File: config.mk
export PLATFORM = sky130hd
export DESIGN_NAME = word_unpack
export DESIGN_NICKNAME = d
export VERILOG_FILES = /design/src/rtl/word_unpack_pkg.sv /design/src/rtl/word_unpack.sv
export SDC_FILE = /design/constraint.sdc
export NUM_CORES = 1
export LEC_CHECK = 0
export ABC_AREA = 0
export CORE_MARGIN = 5
export CORE_UTILIZATION = 30
export CTS_BUF_LIST = sky130_fd_sc_hd__clkbuf_8
export DETAILED_ROUTE_END_ITERATION = 16
export GPL_TIMING_DRIVEN = 0
export PLACE_DENSITY = 0.67
export SYNTH_ARGS = -nofsm -noshare
export SYNTH_HDL_FRONTEND = slang
export SYNTH_SLANG_ARGS = --single-unit
File: constraint.sdc
create_clock -name clk -period 1.6 [get_ports clk]
set_clock_uncertainty 0.2 [all_clocks]
set_input_delay 0.4 -clock clk [delete_from_list [all_inputs] [get_ports clk]]
set_output_delay 0.4 -clock clk [all_outputs]
set_load 0.05 [all_outputs]
File: src/rtl/word_unpack_pkg.sv
// Shared constants for the word unpacker: the stream word width and the
// lane-index width rule.
package word_unpack_pkg;

   localparam int WORD_W = 64;

   // A single-lane configuration still needs a 1-bit index register.
   function automatic int lidx_width(input int lanes);
      return (lanes > 1) ? $clog2(lanes) : 1;
   endfunction

endpackage

File: src/rtl/word_unpack.sv
// Splits each accepted 64-bit word into WORD_W/ELEM_W elements.
// Emits one element per transfer and marks the stream's final element.
module word_unpack
   import word_unpack_pkg::*;
#(
   parameter int ELEM_W    = 16,
   parameter bit LSB_FIRST = 1'b1
) (
   input  logic              clk,
   input  logic              rst,
   input  logic [63:0]       in,
   input  logic              in_isReady,
   output logic              in_canReceive,
   input  logic              in_isLast,
   output logic [ELEM_W-1:0] out,
   output logic              out_isReady,
   input  logic              out_canReceive,
   output logic              out_isLast
);

   localparam int LANES  = WORD_W / ELEM_W;
   localparam int LIDX_W = lidx_width(LANES);
   localparam logic [LIDX_W-1:0] LAST_LANE = LIDX_W'(LANES - 1);

   // Valid/ready rule: a transfer is a cycle with isReady high, and isReady
   // is only ever raised while the matching canReceive is high.

   logic [WORD_W-1:0] word;
   logic              full;
   logic [LIDX_W-1:0] lidx;
   logic              word_is_last;

   logic [LIDX_W-1:0] sel;
   logic              drain;

   always_comb begin
      sel           = LSB_FIRST ? lidx : (LAST_LANE - lidx);
      out           = word[int'(sel) * ELEM_W +: ELEM_W];
      out_isReady   = full & out_canReceive;
      drain         = out_isReady & (lidx == LAST_LANE);
      out_isLast    = drain & word_is_last;
      // Outputs depend only on state and out_canReceive, never on in_*.
      in_canReceive = ~full | drain;
   end

   // Accept has priority so a drain and a new word can share one cycle.
   always_ff @(posedge clk) begin
      if (rst) begin
         word         <= '0;
         full         <= 1'b0;
         lidx         <= '0;
         word_is_last <= 1'b0;
      end else if (in_isReady) begin
         word         <= in;
         word_is_last <= in_isLast;
         full         <= 1'b1;
         lidx         <= '0;
      end else if (drain) begin
         full <= 1'b0;
         lidx <= '0;
      end else if (out_isReady) begin
         lidx <= lidx + 1'b1;
      end
   end

endmodule

Word-level counts from Yosys, hierarchy flattened
Cells that the tools add are included.
Storage, ports and cells
  logic and storage cells: 16
  register bits: 68
  input bits: 69
Operators by class
  muxes and demuxes: 2
  reductions and logical operators: 2
  bitwise operators: 5
  add/subtract/negate cells: 1
  eq/ne operators: 1
  shift operators: 1
Operator list (number)
  $shiftx A64 B7 Y16: 1
  $and A1 B1 Y1: 3
  $reduce_or A3 Y1: 1
  $add A2 B1 Y2 const B: 1
  $eq A2 B2 Y1 const B: 1
  $mux W1: 2
  $reduce_bool A2 Y1: 1
  $not A1 Y1: 1
  $or A1 B1 Y1: 1

Logic depth before layout (Yosys ltp)
Gate-level depths: netlist (run 1).
  word-level depth: 4
  gate-level depth with buffers: 5
  depth with buffers taken out: 3

Least setup slack after synthesis (run 1)
Ideal clock, no wire load.
  kind: input -> output
  from: input out_canReceive
  to: output out_isLast
  data required time: 1.000 ns
  arrival: 1.367 ns
  path buffers: 0
  stages: 2
  slack: -0.367 ns
  cells stage by stage: and2_1 and3_1
Between the ends
  word-level cells in the longest chain between the ends: 3
RTL lines
  start, declared: line word_unpack.sv:17  | input logic out_canReceive,
  $and A1 B1 Y1: line word_unpack.sv:39  | out_isReady = full & out_canReceive;
  $and A1 B1 Y1: line word_unpack.sv:40  | drain = out_isReady & (lidx == LAST_LANE);
  $and A1 B1 Y1: line word_unpack.sv:41  | out_isLast = drain & word_is_last;
  end, declared: line word_unpack.sv:18  | output logic out_isLast
No other way between the ends.

Final worst setup path (run 1)
  from: register lidx[0]
  to: output out[14]
Between the ends
  word-level cells in the longest chain between the ends: 1
RTL lines
  start, declared: line word_unpack.sv:30  | logic [LIDX_W-1:0] lidx;
  start signal, assigned: line word_unpack.sv:62  | lidx <= lidx + 1'b1;
  $shiftx A64 B7 Y16: line word_unpack.sv:38  | out = word[int'(sel) * ELEM_W +: ELEM_W];
  end, declared: line word_unpack.sv:15  | output logic [ELEM_W-1:0] out,
No other way between the ends.

==> flow_metrics.env, run 1 <==
export IMPL_syn_avg_cell_area_um2=11.6
export IMPL_fmax_ghz=0.443
export IMPL_coreArea_um2=9280
export IMPL_power_switching_w=0.00102
export IMPL_initial_core_util=0.309
export IMPL_drcViolationCount=0
export IMPL_htree_levels=3
export IMPL_grt_pass1_vias=2464
export IMPL_grt_antenna_before_repair=0
export IMPL_synth_net_count=316
export IMPL_r2r_cells=5
export IMPL_routed_wl_mm=8.40
export IMPL_drtPass1Iterations=4
export IMPL_status="finished with violations"
export IMPL_min_period_ps=2260
export IMPL_grt_max_degree=12
export IMPL_vias=2178
export IMPL_seq_area_um2=1370
export IMPL_num_rows=35
export IMPL_antennaDiodeCount=0
export IMPL_cts_buffer_depth=2
export IMPL_yosysWarnings=0
export IMPL_ant_nets=0
export IMPL_clk_latency_ps=330
export IMPL_yosysUniqueCellTypes=20
export IMPL_routabilityCongestion=0.759
export IMPL_cts_sinks=68
export IMPL_synth_largest_area_cell="dfxtp_1"
export IMPL_drt_iter0_drc=36
export IMPL_netlist_area_leader_share=0.475
export IMPL_path_cells="buf_12, clkbuf_16, mux4_2, buf_8"
export IMPL_dp_cells=461
export IMPL_boundaryPins=88
export IMPL_seq_power_share=0.453
export IMPL_p_int_w=0.00304
export IMPL_worst_pin_slew_ps=611
export IMPL_slew_violations=0
export IMPL_powerDensity_nw_per_um2=941
export IMPL_grt_usage=0.148
export IMPL_synth_simple_area_share=0.0987
export IMPL_synthCells=246
export IMPL_dieHeight_um=108
export IMPL_tritoncts="built"
export IMPL_cts_hold_buf=0
export IMPL_p_sw_frac=0.252
export IMPL_area_delta_synth_final_pct=50.8
export IMPL_hold_viol_final=0
export IMPL_yosysSeqAreaShare=0.475
export IMPL_p_total_w=0.00407
export IMPL_wl_per_cell_um=17.1
export IMPL_setup_violations=18
export IMPL_cpMaxStageDelayCell="mux4_2"
export IMPL_drv_cap=0
export IMPL_synthAdderAreaFrac=0.00437
export IMPL_crit_type="register to primary output"
export IMPL_synth_area_top_cells="dfxtp_1 48%, mux2i_1 23%, nor2_1 8.5%, mux4_2 7.1%, mux4_1 6.4%"
export IMPL_min_path_type="register to register"
export IMPL_critPathLaunchType="register"
export IMPL_grt_pass1_wl_mm=12.9
export IMPL_power_clock_fraction=0.371
export IMPL_violations="setup timing"
export IMPL_hold_depth=2
export IMPL_yosys_register_bits=68
export IMPL_multi_input_area_um2=1380
export IMPL_die_w_um=108
export IMPL_arrival_ps=1660
export IMPL_cp_required_ps=1000
export IMPL_drive_gt1_frac=0.249
export IMPL_timing_final_ws_setup_ps=-657
export IMPL_synth_area_um2=2870
export IMPL_synth_top_family_by_area="multiplexers"
export IMPL_worst_ir_drop_vdd_mv=0.446
export IMPL_final_cells=490
export IMPL_max_stage_delay_ps=510
export IMPL_p_leak_nw=1.87
export IMPL_synth_compound_area_frac=0.0157
export IMPL_synthXorXnorAreaFrac=0
export IMPL_dp_final_hpwl_mm=5.80
export IMPL_grt_setup_unrepaired="yes"
export IMPL_cp_max_fo=9
export IMPL_gr_total_overflow=0
export IMPL_crit_path_end_kind="primary output"
export IMPL_fill_cells=900
export IMPL_pwr_share_comb=0.176
export IMPL_synth_mux_area_frac=0.362
export IMPL_clk_pin_slew_ps=80
export IMPL_portBuffers=86
export IMPL_relSlewSlack=0.593
export IMPL_cts_root_buf="clkbuf_8"
export IMPL_avgViaCountPerCell=4.44
export IMPL_fin_crit_sh=1.41
export IMPL_cts_buffers=9
export IMPL_fin_nets=426
export IMPL_dieArea_um2=11600
per-stage QoR:
step	setup slack [ps]	hold WS, ps	cell area, um2	TNS (ps)	utilization
floorplan	-262	251	2850	-3500	-
global placement	-1090	268	3870	-41900	0.417
detailed placement	-1110	276	3870	-43070	0.417
CTS	-703	271	4250	-11250	0.458
global route	-706	313	4320	-11850	0.465
finish	-657	294	4320	-10950	0.465
per-layer routing:
metal  up-vias  wire, um  part of all wire  GRT usage
met5         -         0                 0          0
met4         0        99             0.012     0.0514
met3         9       444             0.053     0.0378
met2        63      4070              0.49      0.243
met1      1027      3780              0.45      0.189
li1       1079         -                 -          -
layout by cell type, fill, tap and decap left out:
cell              n
a21bo_2           2
a21bo_4           1
a21oi_1           3
and2_4            1
and3_4            1
buf_12            2
buf_2             7
buf_4            14
buf_6            12
buf_8            11
bufinv_16         2
clkbuf_1          1
clkbuf_16         1
clkbuf_2          1
clkbuf_4          2
clkbuf_8          9
clkdlybuf4s15_2   1
clkdlybuf4s50_1  66
clkinv_2          1
clkinv_4          1
dfxtp_1          65
dfxtp_2           2
dfxtp_4           1
ha_4              1
inv_1             4
mux2i_1          65
mux4_2           16
nand4b_1          1
nand4bb_1         1
nor2_1           65
or2_2             1
power groups by stage:
stage | clock (W) | combinational [W] | sequential, W
2_1_floorplan | 0 | 0.000374 | 0.00186
3_3_place_gp | 0 | 0.000659 | 0.00188
3_5_place_dp | 0 | 0.000668 | 0.00188
4_1_cts | 0.00155 | 0.000711 | 0.00184
5_1_grt | 0.00161 | 0.000768 | 0.00185
6_report | 0.00151 | 0.000716 | 0.00184
cells by family (layout without fill, tap and decap cells):
| kind of cell | after synthesis | in the layout |
|---|---|---|
| buffers and inverters | 20 | 135 |
| AOI/OAI and AO/OA | 6 | 6 |
| and+or+nand+nor | 70 | 70 |
| adders and majority gates | 1 | 1 |
| muxes | 81 | 81 |
| DFF | 68 | 68 |
registers in the layout (all words and copies together) (netlist names):
name and flops:
word 64, lidx 2, full 1, word_is_last 1
timing repair:
action	4_1_cts	5_1_grt
gates cloned	0	1
buffers inserted	10	2
pin swaps	1	2
gates resized for setup	159	11
setup endpoints to repair	59	54
hold endpoints to repair	0	0
Yosys cell counts:
cell	instances
and2_1	1
buf_6	2
buf_4	3
a21oi_1	3
nor2_1	65
mux4_2	9
and3_1	1
mux2i_1	65
inv_1	1
a21bo_2	3
clkbuf_1	4
dfxtp_1	68
mux4_1	7
nand4b_1	1
buf_1	2
buf_2	7
or2_2	1
nand4bb_1	1
buf_12	1
ha_1	1
path summary, 6_finish.rpt:
check	startpoint	endpoint	slack [ps]
max	lidx[0]	out[14]	-660
min	word[46]	word[46]	290
max reg2reg	lidx[0]	full	230
min reg2reg	word[46]	word[46]	290
layout make-up:
cell class / instances / share of cell area
timing repair buffer: 99 / 0.241
clock inverter: 7 / 0.0197
buffer: 19 / 0.0368
clock buffer: 9 / 0.0287
multi-input combinational: 158 / 0.319
inverter: 1 / 0.000869
tap: 129 / 0.0374
sequential: 68 / 0.317
critical path: cells and delay by family, from the launching register on:
family   cells  cell delay [ps]
mux          1              510
flops        1              360
buf+inv      3              450
Power figures use the tool's default switching activity.
==> inputs of run 2 (changes only) <==
--- a/config.mk
+++ b/config.mk
@@ -6,6 +6,7 @@
 export NUM_CORES = 1
 export LEC_CHECK = 0
 export ABC_AREA = 0
+export CORE_ASPECT_RATIO = 0.6
 export CORE_MARGIN = 5
 export CORE_UTILIZATION = 30
 export CTS_BUF_LIST = sky130_fd_sc_hd__clkbuf_8
==> run 2 against run 1 <==
- the flow still finishes with violations (setup timing)
- clock-buffer cell count up 2
- worst hold slack lost 8.8 ps
- routed wire length grew 2.7%
- largest cell class is now flip-flops and latches
- first-iteration DRC count rose to 3.1 times the previous value
==> flow_metrics.env, run 2 (synthesized netlist as in run 1, its figures left out) <==
export IMPL_status="finished with violations"
export IMPL_violations="setup timing"
export IMPL_min_period_ps=2310
export IMPL_largest_register="word"
export IMPL_grt_pass1_wl_mm=13.0
export IMPL_place_area_um2=3870
export IMPL_fin_crit_sh=1.45
export IMPL_drtPass1Iterations=5
export IMPL_ant_nets=0
export IMPL_area_delta_synth_final_pct=49.6
export IMPL_fill_cells=898
export IMPL_p_sw_frac=0.252
export IMPL_grt_usage=0.152
export IMPL_cts_buffers=9
export IMPL_grt_setup_unrepaired="yes"
export IMPL_cts_root_buf="clkbuf_8"
export IMPL_timing_final_ws_setup_ps=-715
export IMPL_cts_buffer_depth=2
export IMPL_critPathLaunchType="register"
export IMPL_wl_per_cell_um=17.7
export IMPL_path_cells="buf_12, buf_12, mux4_2, buf_8"
export IMPL_routed_wl_mm=8.62
export IMPL_fin_nets=423
export IMPL_cp_required_ps=1000
export IMPL_arrival_ps=1710
export IMPL_initial_core_util=0.310
export IMPL_p_int_w=0.00296
export IMPL_path_common_cell="buf_12"
export IMPL_hold_viol_final=0
export IMPL_drt_iter0_drc=111
export IMPL_cts_hold_buf=0
export IMPL_powerDensity_nw_per_um2=923
export IMPL_antennaDiodeCount=0
export IMPL_crit_type="register to primary output"
export IMPL_biggestRegsByFlops="word: 64 flops, lidx: 2 flops"
export IMPL_avgViaCountPerCell=4.47
export IMPL_dieHeight_um=85.7
export IMPL_grt_pass1_vias=2358
export IMPL_fin_area_um2=4290
export IMPL_drv_cap=0
export IMPL_r2r_cells=5
export IMPL_die_w_um=136
export IMPL_power_switching_w=0.000998
export IMPL_drcViolationCount=0
export IMPL_clk_pin_slew_ps=70
export IMPL_min_path_type="input port to register"
export IMPL_worst_ir_drop_vdd_mv=0.430
export IMPL_cp_max_fo=6
export IMPL_gr_total_overflow=0
export IMPL_clk_latency_ps=350
export IMPL_slew_violations=0
export IMPL_portBuffers=86
export IMPL_cpMaxStageDelayCell="mux4_2"
export IMPL_grt_antenna_before_repair=0
export IMPL_max_stage_delay_ps=540
export IMPL_critPathTopFamily="multiplexers"
export IMPL_largest_reg_flops=64
export IMPL_routabilityCongestion=0.759
export IMPL_boundaryPins=88
export IMPL_relSlewSlack=0.600
export IMPL_p_leak_nw=1.85
export IMPL_dieArea_um2=11700
export IMPL_crit_cells=4
export IMPL_htree_levels=3
export IMPL_dp_final_hpwl_mm=6.08
export IMPL_fmax_ghz=0.432
export IMPL_cts_sinks=68
export IMPL_power_clock_fraction=0.352
export IMPL_drive_gt1_frac=0.236
export IMPL_tritoncts="built"
export IMPL_worstPathBufferInverterCount=3
export IMPL_seq_power_share=0.466
export IMPL_preCtsSetupSlack_ps=-1100
export IMPL_crit_path_end_kind="primary output"
export IMPL_final_cell_mix="66 x clkdlybuf4s50_1, 66 x dfxtp_1, 65 x mux2i_1, 65 x nor2_1, 18 x buf_6"
export IMPL_worst_pin_slew_ps=599
export IMPL_vias=2170
export IMPL_hold_depth=3
export IMPL_setup_violations=18
export IMPL_pwr_share_comb=0.182
export IMPL_coreArea_um2=9260
export IMPL_num_rows=27
export IMPL_grt_max_degree=11
[run 2: cell types whose count changed in the layout (fill, tap and decap cells not counted), sizes merged]
cell | before | now
bufinv | 2 | 1
inv | 4 | 2
buf | 46 | 44
clkinv | 2 | 1
clkbuf | 14 | 15
[run 2: what timing repair did]
action / CTS / global route
buffers inserted: 8 / 0
resized for setup: 154 / 9
endpoints found under the setup margin: 59 / 33
cloned: 1 / 1
[run 2: worst paths after layout]
kind | startpoint | to | slack (ps)
max | lidx[0] | out[5] | -710
min | out_canReceive | lidx[0] | 280
max reg2reg | lidx[0] | lidx[0] | 230
min reg2reg | word[59] | word[59] | 280
[run 2: power groups by stage]
stage               clock network [W]  logic [W]  registers (W)
floorplan                           0   0.000374        0.00186
global placement                    0   0.000661        0.00188
detailed placement                  0   0.000669        0.00188
CTS                           0.00144   0.000716        0.00184
global route                  0.00152   0.000769        0.00185
finish                        0.00139   0.000721        0.00184
[run 2: tightest hold or removal path: stages]
cell and delay, ps:
clkdlybuf4s15_2 230, nand4bb_1 120, a21oi_1 60
[run 2: area by class of cell]
type                       instances  area [um2]  area share
tap                              130         163      0.0380
multi-input combinational        158        1360       0.316
timing repair buffer              96        1050       0.246
clock inverter                     3        38.8     0.00905
sequential                        68        1370       0.319
inverter                           1        3.75    0.000876
buffer                            19         155      0.0362
clock buffer                      11         151      0.0353
[run 2: stage by stage]
step / instances / power (W) / setup TNS (ps) / utilization / hold slack, ps
2_1_floorplan: 246 / 0.00224 / -3500 / - / 251
6_report: 486 / 0.00396 / -11780 / 0.463 / 285
3_3_place_gp: 462 / 0.00254 / -40800 / 0.418 / 265
4_1_cts: 485 / 0.00399 / -12170 / 0.458 / 254
3_5_place_dp: 462 / 0.00255 / -42100 / 0.418 / 281
5_1_grt: 486 / 0.00414 / -12690 / 0.463 / 287
[run 2: routing by layer]
layer	wire length, um	up-vias	global-route usage	part of all wire
met1	4270	1023	0.209	0.49
met5	0	-	0	0
met4	64	0	0.0302	0.0074
met2	3570	72	0.220	0.41
met3	717	8	0.0686	0.083
li1	-	1067	-	-
